### src/rtl/xrs_pkg.sv
// Shared constants and FSM state type for the xrs register-file generator.
// Default widths and the CLEAR/RUN state enum live here so bank and top agree.
package xrs_pkg;

  localparam int XLEN_DEF  = 64;
  localparam int ADDRW_DEF = 5;
  localparam int NRD_DEF   = 2;

  typedef enum logic {
    CLEAR = 1'b0,
    RUN   = 1'b1
  } xrs_state_e;

endpackage

### src/rtl/xrs_bank.sv
// One register-file bank: a single write port and one registered read port.
// Read-before-write on an address collision returns the old contents.
module xrs_bank
  import xrs_pkg::*;
#(
  parameter int XLEN  = XLEN_DEF,
  parameter int ADDRW = ADDRW_DEF
) (
  input  logic             clk_i,
  input  logic             we_i,
  input  logic [ADDRW-1:0] waddr_i,
  input  logic [XLEN-1:0]  wdata_i,
  input  logic             re_i,
  input  logic [ADDRW-1:0] raddr_i,
  output logic [XLEN-1:0]  rdata_o
);

  logic [XLEN-1:0] mem [2**ADDRW];

  // No reset on storage or the read register so the bank maps onto block RAM.
  always_ff @(posedge clk_i) begin
    if (we_i) begin
      mem[waddr_i] <= wdata_i;
    end
    if (re_i) begin
      rdata_o <= mem[raddr_i];
    end
  end

endmodule

### src/rtl/xrs_gen.sv
// Multi-read-port register file built from replicated banks, with a clear
// sequencer after reset, optional r0 hardwiring and write-to-read bypass.
module xrs_gen
  import xrs_pkg::*;
#(
  parameter int XLEN    = XLEN_DEF,
  parameter int ADDRW   = ADDRW_DEF,
  parameter int NRD     = NRD_DEF,
  parameter bit ZERO_R0 = 1'b1,
  parameter bit BYPASS  = 1'b1
) (
  input  logic                  clk_i,
  input  logic                  rst_ni,
  input  logic [ADDRW-1:0]      rd_i,
  input  logic [XLEN-1:0]       rdat_i,
  input  logic                  rwe_i,
  input  logic [NRD*ADDRW-1:0]  ra_i,
  input  logic [NRD-1:0]        rre_i,
  output logic [NRD*XLEN-1:0]   rdat_o,
  output logic                  ready_o,
  output xrs_state_e            state_o
);

  // Handshake: there is no backpressure. A write is taken on any rising edge
  // where rwe_i=1 and ready_o=1; a read on port k is taken on any edge where
  // rre_i[k]=1 and its data is valid on rdat_o[k] from just after that edge.

  localparam logic [ADDRW-1:0] CNT_MAX = '1;

  xrs_state_e       state_q, state_d;
  logic [ADDRW-1:0] cnt_q, cnt_d;

  always_ff @(posedge clk_i or negedge rst_ni) begin
    if (!rst_ni) begin
      state_q <= CLEAR;
      cnt_q   <= '0;
    end else begin
      state_q <= state_d;
      cnt_q   <= cnt_d;
    end
  end

  always_comb begin
    state_d = state_q;
    cnt_d   = cnt_q;
    case (state_q)
      CLEAR: begin
        if (cnt_q == CNT_MAX) begin
          state_d = RUN;
        end else begin
          cnt_d = cnt_q + 1'b1;
        end
      end
      RUN:     state_d = RUN;
      default: state_d = CLEAR;
    endcase
  end

  assign ready_o = (state_q == RUN);
  assign state_o = state_q;

  logic             wr_user;
  logic             bank_we;
  logic [ADDRW-1:0] bank_waddr;
  logic [XLEN-1:0]  bank_wdata;

  // Gating with rst_ni keeps any write from landing while reset is held.
  assign wr_user    = rwe_i && ready_o && !(ZERO_R0 && (rd_i == '0));
  assign bank_we    = rst_ni && ((state_q == CLEAR) || wr_user);
  assign bank_waddr = (state_q == CLEAR) ? cnt_q : rd_i;
  assign bank_wdata = (state_q == CLEAR) ? '0 : rdat_i;

  for (genvar k = 0; k < NRD; k++) begin : g_port
    logic [ADDRW-1:0] ra;
    logic [ADDRW-1:0] ra_q;
    logic [XLEN-1:0]  bank_q;
    logic [XLEN-1:0]  byp_q;
    logic             clr_q;
    logic             byp_sel_q;

    assign ra = ra_i[k*ADDRW +: ADDRW];

    xrs_bank #(
      .XLEN  (XLEN),
      .ADDRW (ADDRW)
    ) u_bank (
      .clk_i   (clk_i),
      .we_i    (bank_we),
      .waddr_i (bank_waddr),
      .wdata_i (bank_wdata),
      .re_i    (rre_i[k]),
      .raddr_i (ra),
      .rdata_o (bank_q)
    );

    // Side registers steer the bank output; clr_q resets high so the port
    // reads zero the moment reset asserts, independent of bank contents.
    always_ff @(posedge clk_i or negedge rst_ni) begin
      if (!rst_ni) begin
        ra_q      <= '0;
        clr_q     <= 1'b1;
        byp_sel_q <= 1'b0;
        byp_q     <= '0;
      end else if (rre_i[k]) begin
        ra_q      <= ra;
        clr_q     <= !ready_o;
        byp_sel_q <= BYPASS && wr_user && (rd_i == ra);
        byp_q     <= rdat_i;
      end
    end

    assign rdat_o[k*XLEN +: XLEN] =
      (clr_q || (ZERO_R0 && (ra_q == '0))) ? '0 :
      byp_sel_q                             ? byp_q : bank_q;
  end

endmodule

### config.mk
export PLATFORM = sky130hd
export DESIGN_NAME = xrs_gen
export DESIGN_NICKNAME = d
export VERILOG_FILES = /design/src/rtl/xrs_pkg.sv /design/src/rtl/xrs_bank.sv /design/src/rtl/xrs_gen.sv
export SDC_FILE = /design/constraint.sdc
export NUM_CORES = 2
export LEC_CHECK = 0
export ABC_CLOCK_PERIOD_IN_PS = 4800
export BUFFER_PORTS_ARGS = -buffer_cell sky130_fd_sc_hd__buf_4
export CAP_MARGIN = 20
export CELL_PAD_IN_SITES_DETAIL_PLACEMENT = 0
export CELL_PAD_IN_SITES_GLOBAL_PLACEMENT = 1
export CORE_MARGIN = 2
export CORE_UTILIZATION = 52
export CTS_BUF_LIST = sky130_fd_sc_hd__clkbuf_8
export DETAILED_ROUTE_END_ITERATION = 6
export PLACE_DENSITY_LB_ADDON = 0.08
export REMOVE_ABC_BUFFERS = 1
export SLEW_MARGIN = 30
export SYNTH_ARGS = -nofsm -noshare
export SYNTH_HDL_FRONTEND = slang
export SYNTH_SLANG_ARGS = --single-unit
export TNS_END_PERCENT = 30
### constraint.sdc
create_clock -name clk_i -period 4.8 [get_ports clk_i]
set_input_delay 0.96 -clock clk_i [delete_from_list [all_inputs] [get_ports clk_i]]
set_output_delay 0.96 -clock clk_i [all_outputs]
set_load 0.005 [all_outputs]
==> reports/metrics.yaml <==
status: "complete, no violations"
critPathTopFamily: "simple AND/OR/NAND/NOR gates"
fin_crit_ns: 4.12
synth-seq-cells: 2324
arrival_ns: 3.16
io_pins: 214
syn-mean-instance-area_um2: 19.7
antenna_found_initial: 4
clk_pin_slew_ns: 0.06
first_iter_violations: 7795
fin_cells: 8657
cts_root_buf: "clkbuf_8"
place_hpwl_um: 184000
min_delay_path_depth: 2
grt_max_degree: 88
synthFlopType: "edfxtp_1"
drive_gt1_frac: 0.351
start_kind: "register"
yosysMostFrequentCell: "edfxtp_1"
ys_async_sr_fraction: 0.0637
critPathMaxStageDelay_ns: 0.59
synth-seq-area-share: 0.666
clockBufferDepth: 4
drc_errors: 0
skew_ns: 0.0546
grt-ovfl-total: 0
netlist_instances: 5264
worstMarginPinSlew_ns: 1.07
synth_area_leaders: "edfxtp_1 (63%), mux4_2 (20%), dfrtp_1 (3.5%)"
setup_viol: 0
grt_pass1_vias: 60800
crit_cells: 5
vias_per_cell: 6.92
met3_usage: 0.0635
p_sw_uw: 10100
switching_share: 0.240
critPathRequiredTime_ns: 3.84
yosysWarnings: 0
routed_wl_um: 322000
period_share: 0.859
area_growth_pct: 12.5
pwr-share-comb: 0.080
critPathKind: "register to output port"
drt_pass1_iterations: 5
routed-via-count: 59900
core_area_mm2: 0.198
clock_sinks: 2324
synth.top_cells.by_count: "edfxtp_1 (2176), mux4_2 (922), o22ai_1 (345), mux2i_1 (312), nor2_1 (194)"
path_buf_inv: 2
fin_ws_ns: 0.677
cp_common_cell: "buf_4"
maxSlewHeadroom: 0.284
hold_path_class: "primary input to register"
gp_congestion: 0.826
met2_usage: 0.503
synth-edff-count: 2176
numPortBuffers: 213
p_leak_uw: 0.0378
place_ws_ns: 1.09
die-area_mm2: 0.203
clk_latency_ns: 1.10
wire_per_inst_um: 37.2
ant_nets: 0
grt.busiest_layer: "met2"
die_h_um: 451
placedCellCount: 7950
seqPwrFrac: 0.539
crit_slowest_cell: "or4_1"
reg2regPathDepth: 5
power_density_mw_per_mm2: 359
final_max_slew_viol_count: 0
clkPwrFrac: 0.381
fin_nets: 5799
max_freq_mhz: 243
synth_cell_type_count: 57
initial_core_util: 0.524
hold_viol_final: 0
drv_cap: 0
critPathMaxFanout: 35
rsz0062_at_grt: "false"
cp_cell_sequence: "or4_1 -> o21bai_4 -> buf_4 -> nor2_1 -> buf_4"
numCtsBuffers: 397
netlist_area_mm2: 0.104
yosysTopAreaCellShare: 0.630
cp-end-kind: "output port"
holdBufCountCts: 1
cts_resized: 0
gr-usage-met1: 0.447
cts_tree: "built"
ir_worst_vdd_v: 0.000298
die_w_um: 451
grt_pass1_wl_um: 455000
yosysTopAreaCell: "edfxtp_1"
rows: 163
grt.total_usage: 0.318
internal_power_uw: 31800
cts_setup_buffers: 0
htreeDepth: 5
[power by group through the flow]
stage	logic, uW	clock network, uW	registers [uW]
after floorplan	1620	0	22900
after global placement	3300	0	23000
after detailed placement	3330	0	23000
after CTS	3340	16200	22600
after global routing	3530	17100	22600
final	3340	16000	22600
[path summary, 6_finish.rpt]
path	slack [ns]	startpoint	to
max	0.68	g_port[1].ra_q[0]$_DFFE_PN0P_	rdat_o[75]
min	0.12	rdat_i[39]	g_port[0].byp_q[39]$_DFFE_PN0P_
max reg2reg	1.40	ready_o$_DFF_PN0_	g_port[1].u_bank.mem[11][6]$_DFFE_PP_
min reg2reg	0.50	g_port[0].ra_q[0]$_DFFE_PN0P_	g_port[0].ra_q[0]$_DFFE_PN0P_
max in group asynchronous	3.02	rst_ni	g_port[0].byp_q[22]$_DFFE_PN0P_
min in group asynchronous	0.49	rst_ni	g_port[1].byp_q[39]$_DFFE_PN0P_
[registers in the layout, summed over array words and instances, names as in the netlist]
signal / flops
cnt_q: 5
ready_o: 1
g_port.byp_q: 128
g_port.u_bank.mem: 2048
g_port.ra_q: 10
g_port.u_bank.rdata_o: 128
g_port.byp_sel_q: 2
g_port.clr_q: 2
[cell families (layout without fill, tap and decap cells)]
family / Yosys count / count (layout) / synth area share
compound gates: 596 / 596 / 0.0383
xor+xnor: 13 / 13 / 0.00110
fa+ha+maj: 2 / 2 / 0.000241
buf+inv: 407 / 1158 / 0.0208
flops: 2324 / 2324 / 0.666
mux: 1388 / 1388 / 0.247
other cells: 0 / 2 / 0
simple gates: 534 / 534 / 0.0261
[worst reg2reg max path, delay by kind of cell, from the launching register on]
family                 cells  cell delay, ns
AND/OR/NAND/NOR            3            1.53
buffers and inverters      1            0.41
flip-flops                 1            0.83
AO/OA/AOI/OAI              1            0.29
[routing by layer]
layer	wire, um	part of all wire
met1	126000	0.39
met2	154000	0.48
met3	30600	0.095
met4	11200	0.035
met5	11	0.000034
[cell type report]
cell class	count	area, um2
Sequential cell	2324	69100
Multi-Input combinational cell	2533	33000
Fill cell	14700	81200
Timing Repair Buffer	449	4370
Antenna cell	2	5.00
Clock inverter	282	1120
Tap cell	2640	3300
Clock buffer	419	5770
Inverter	8	30.0
[through the flow]
| stage | setup TNS, ns | power, uW | hold WS [ns] | utilization | cell area (um2) |
|---|---|---|---|---|---|
| finish | 0 | 41900 | 0.117 | 0.590 | 117000 |
| global placement | 0 | 26300 | 0.484 | 0.553 | 109000 |
| floorplan | -403.69 | 24500 | 0.472 | - | 102000 |
| CTS | 0 | 42100 | 0.0146 | 0.589 | 116000 |
| detailed placement | 0 | 26300 | 0.488 | 0.554 | 110000 |
| global route | 0 | 43200 | 0.0699 | 0.589 | 117000 |
[cells in the final DEF (no fill, tap or decap), types with 5 or more instances in the layout]
master    count
nand2_1      29
and2_1        9
nand3_1      36
clkinv_2     29
mux2i_1     312
nand2_2       5
xor2_1        7
a21oi_1      32
xnor2_1       6
mux4_2      922
o221ai_1      5
nor2b_1      25
nor4_1       93
mux2_2      152
buf_8         8
nand4_1      40
buf_12       66
edfxtp_1   2176
nor3_1        7
clkinv_1     93
inv_1       162
buf_4       365
o22ai_1     345
and2_2       62
o22a_1        5
nand2b_1      7
dfrtp_1     143
a211oi_1     18
nor2_4       37
a22oi_1     171
nor2_1      154
nand3_2       5
clkbuf_8    422
(Power assumes the default switching activity.)
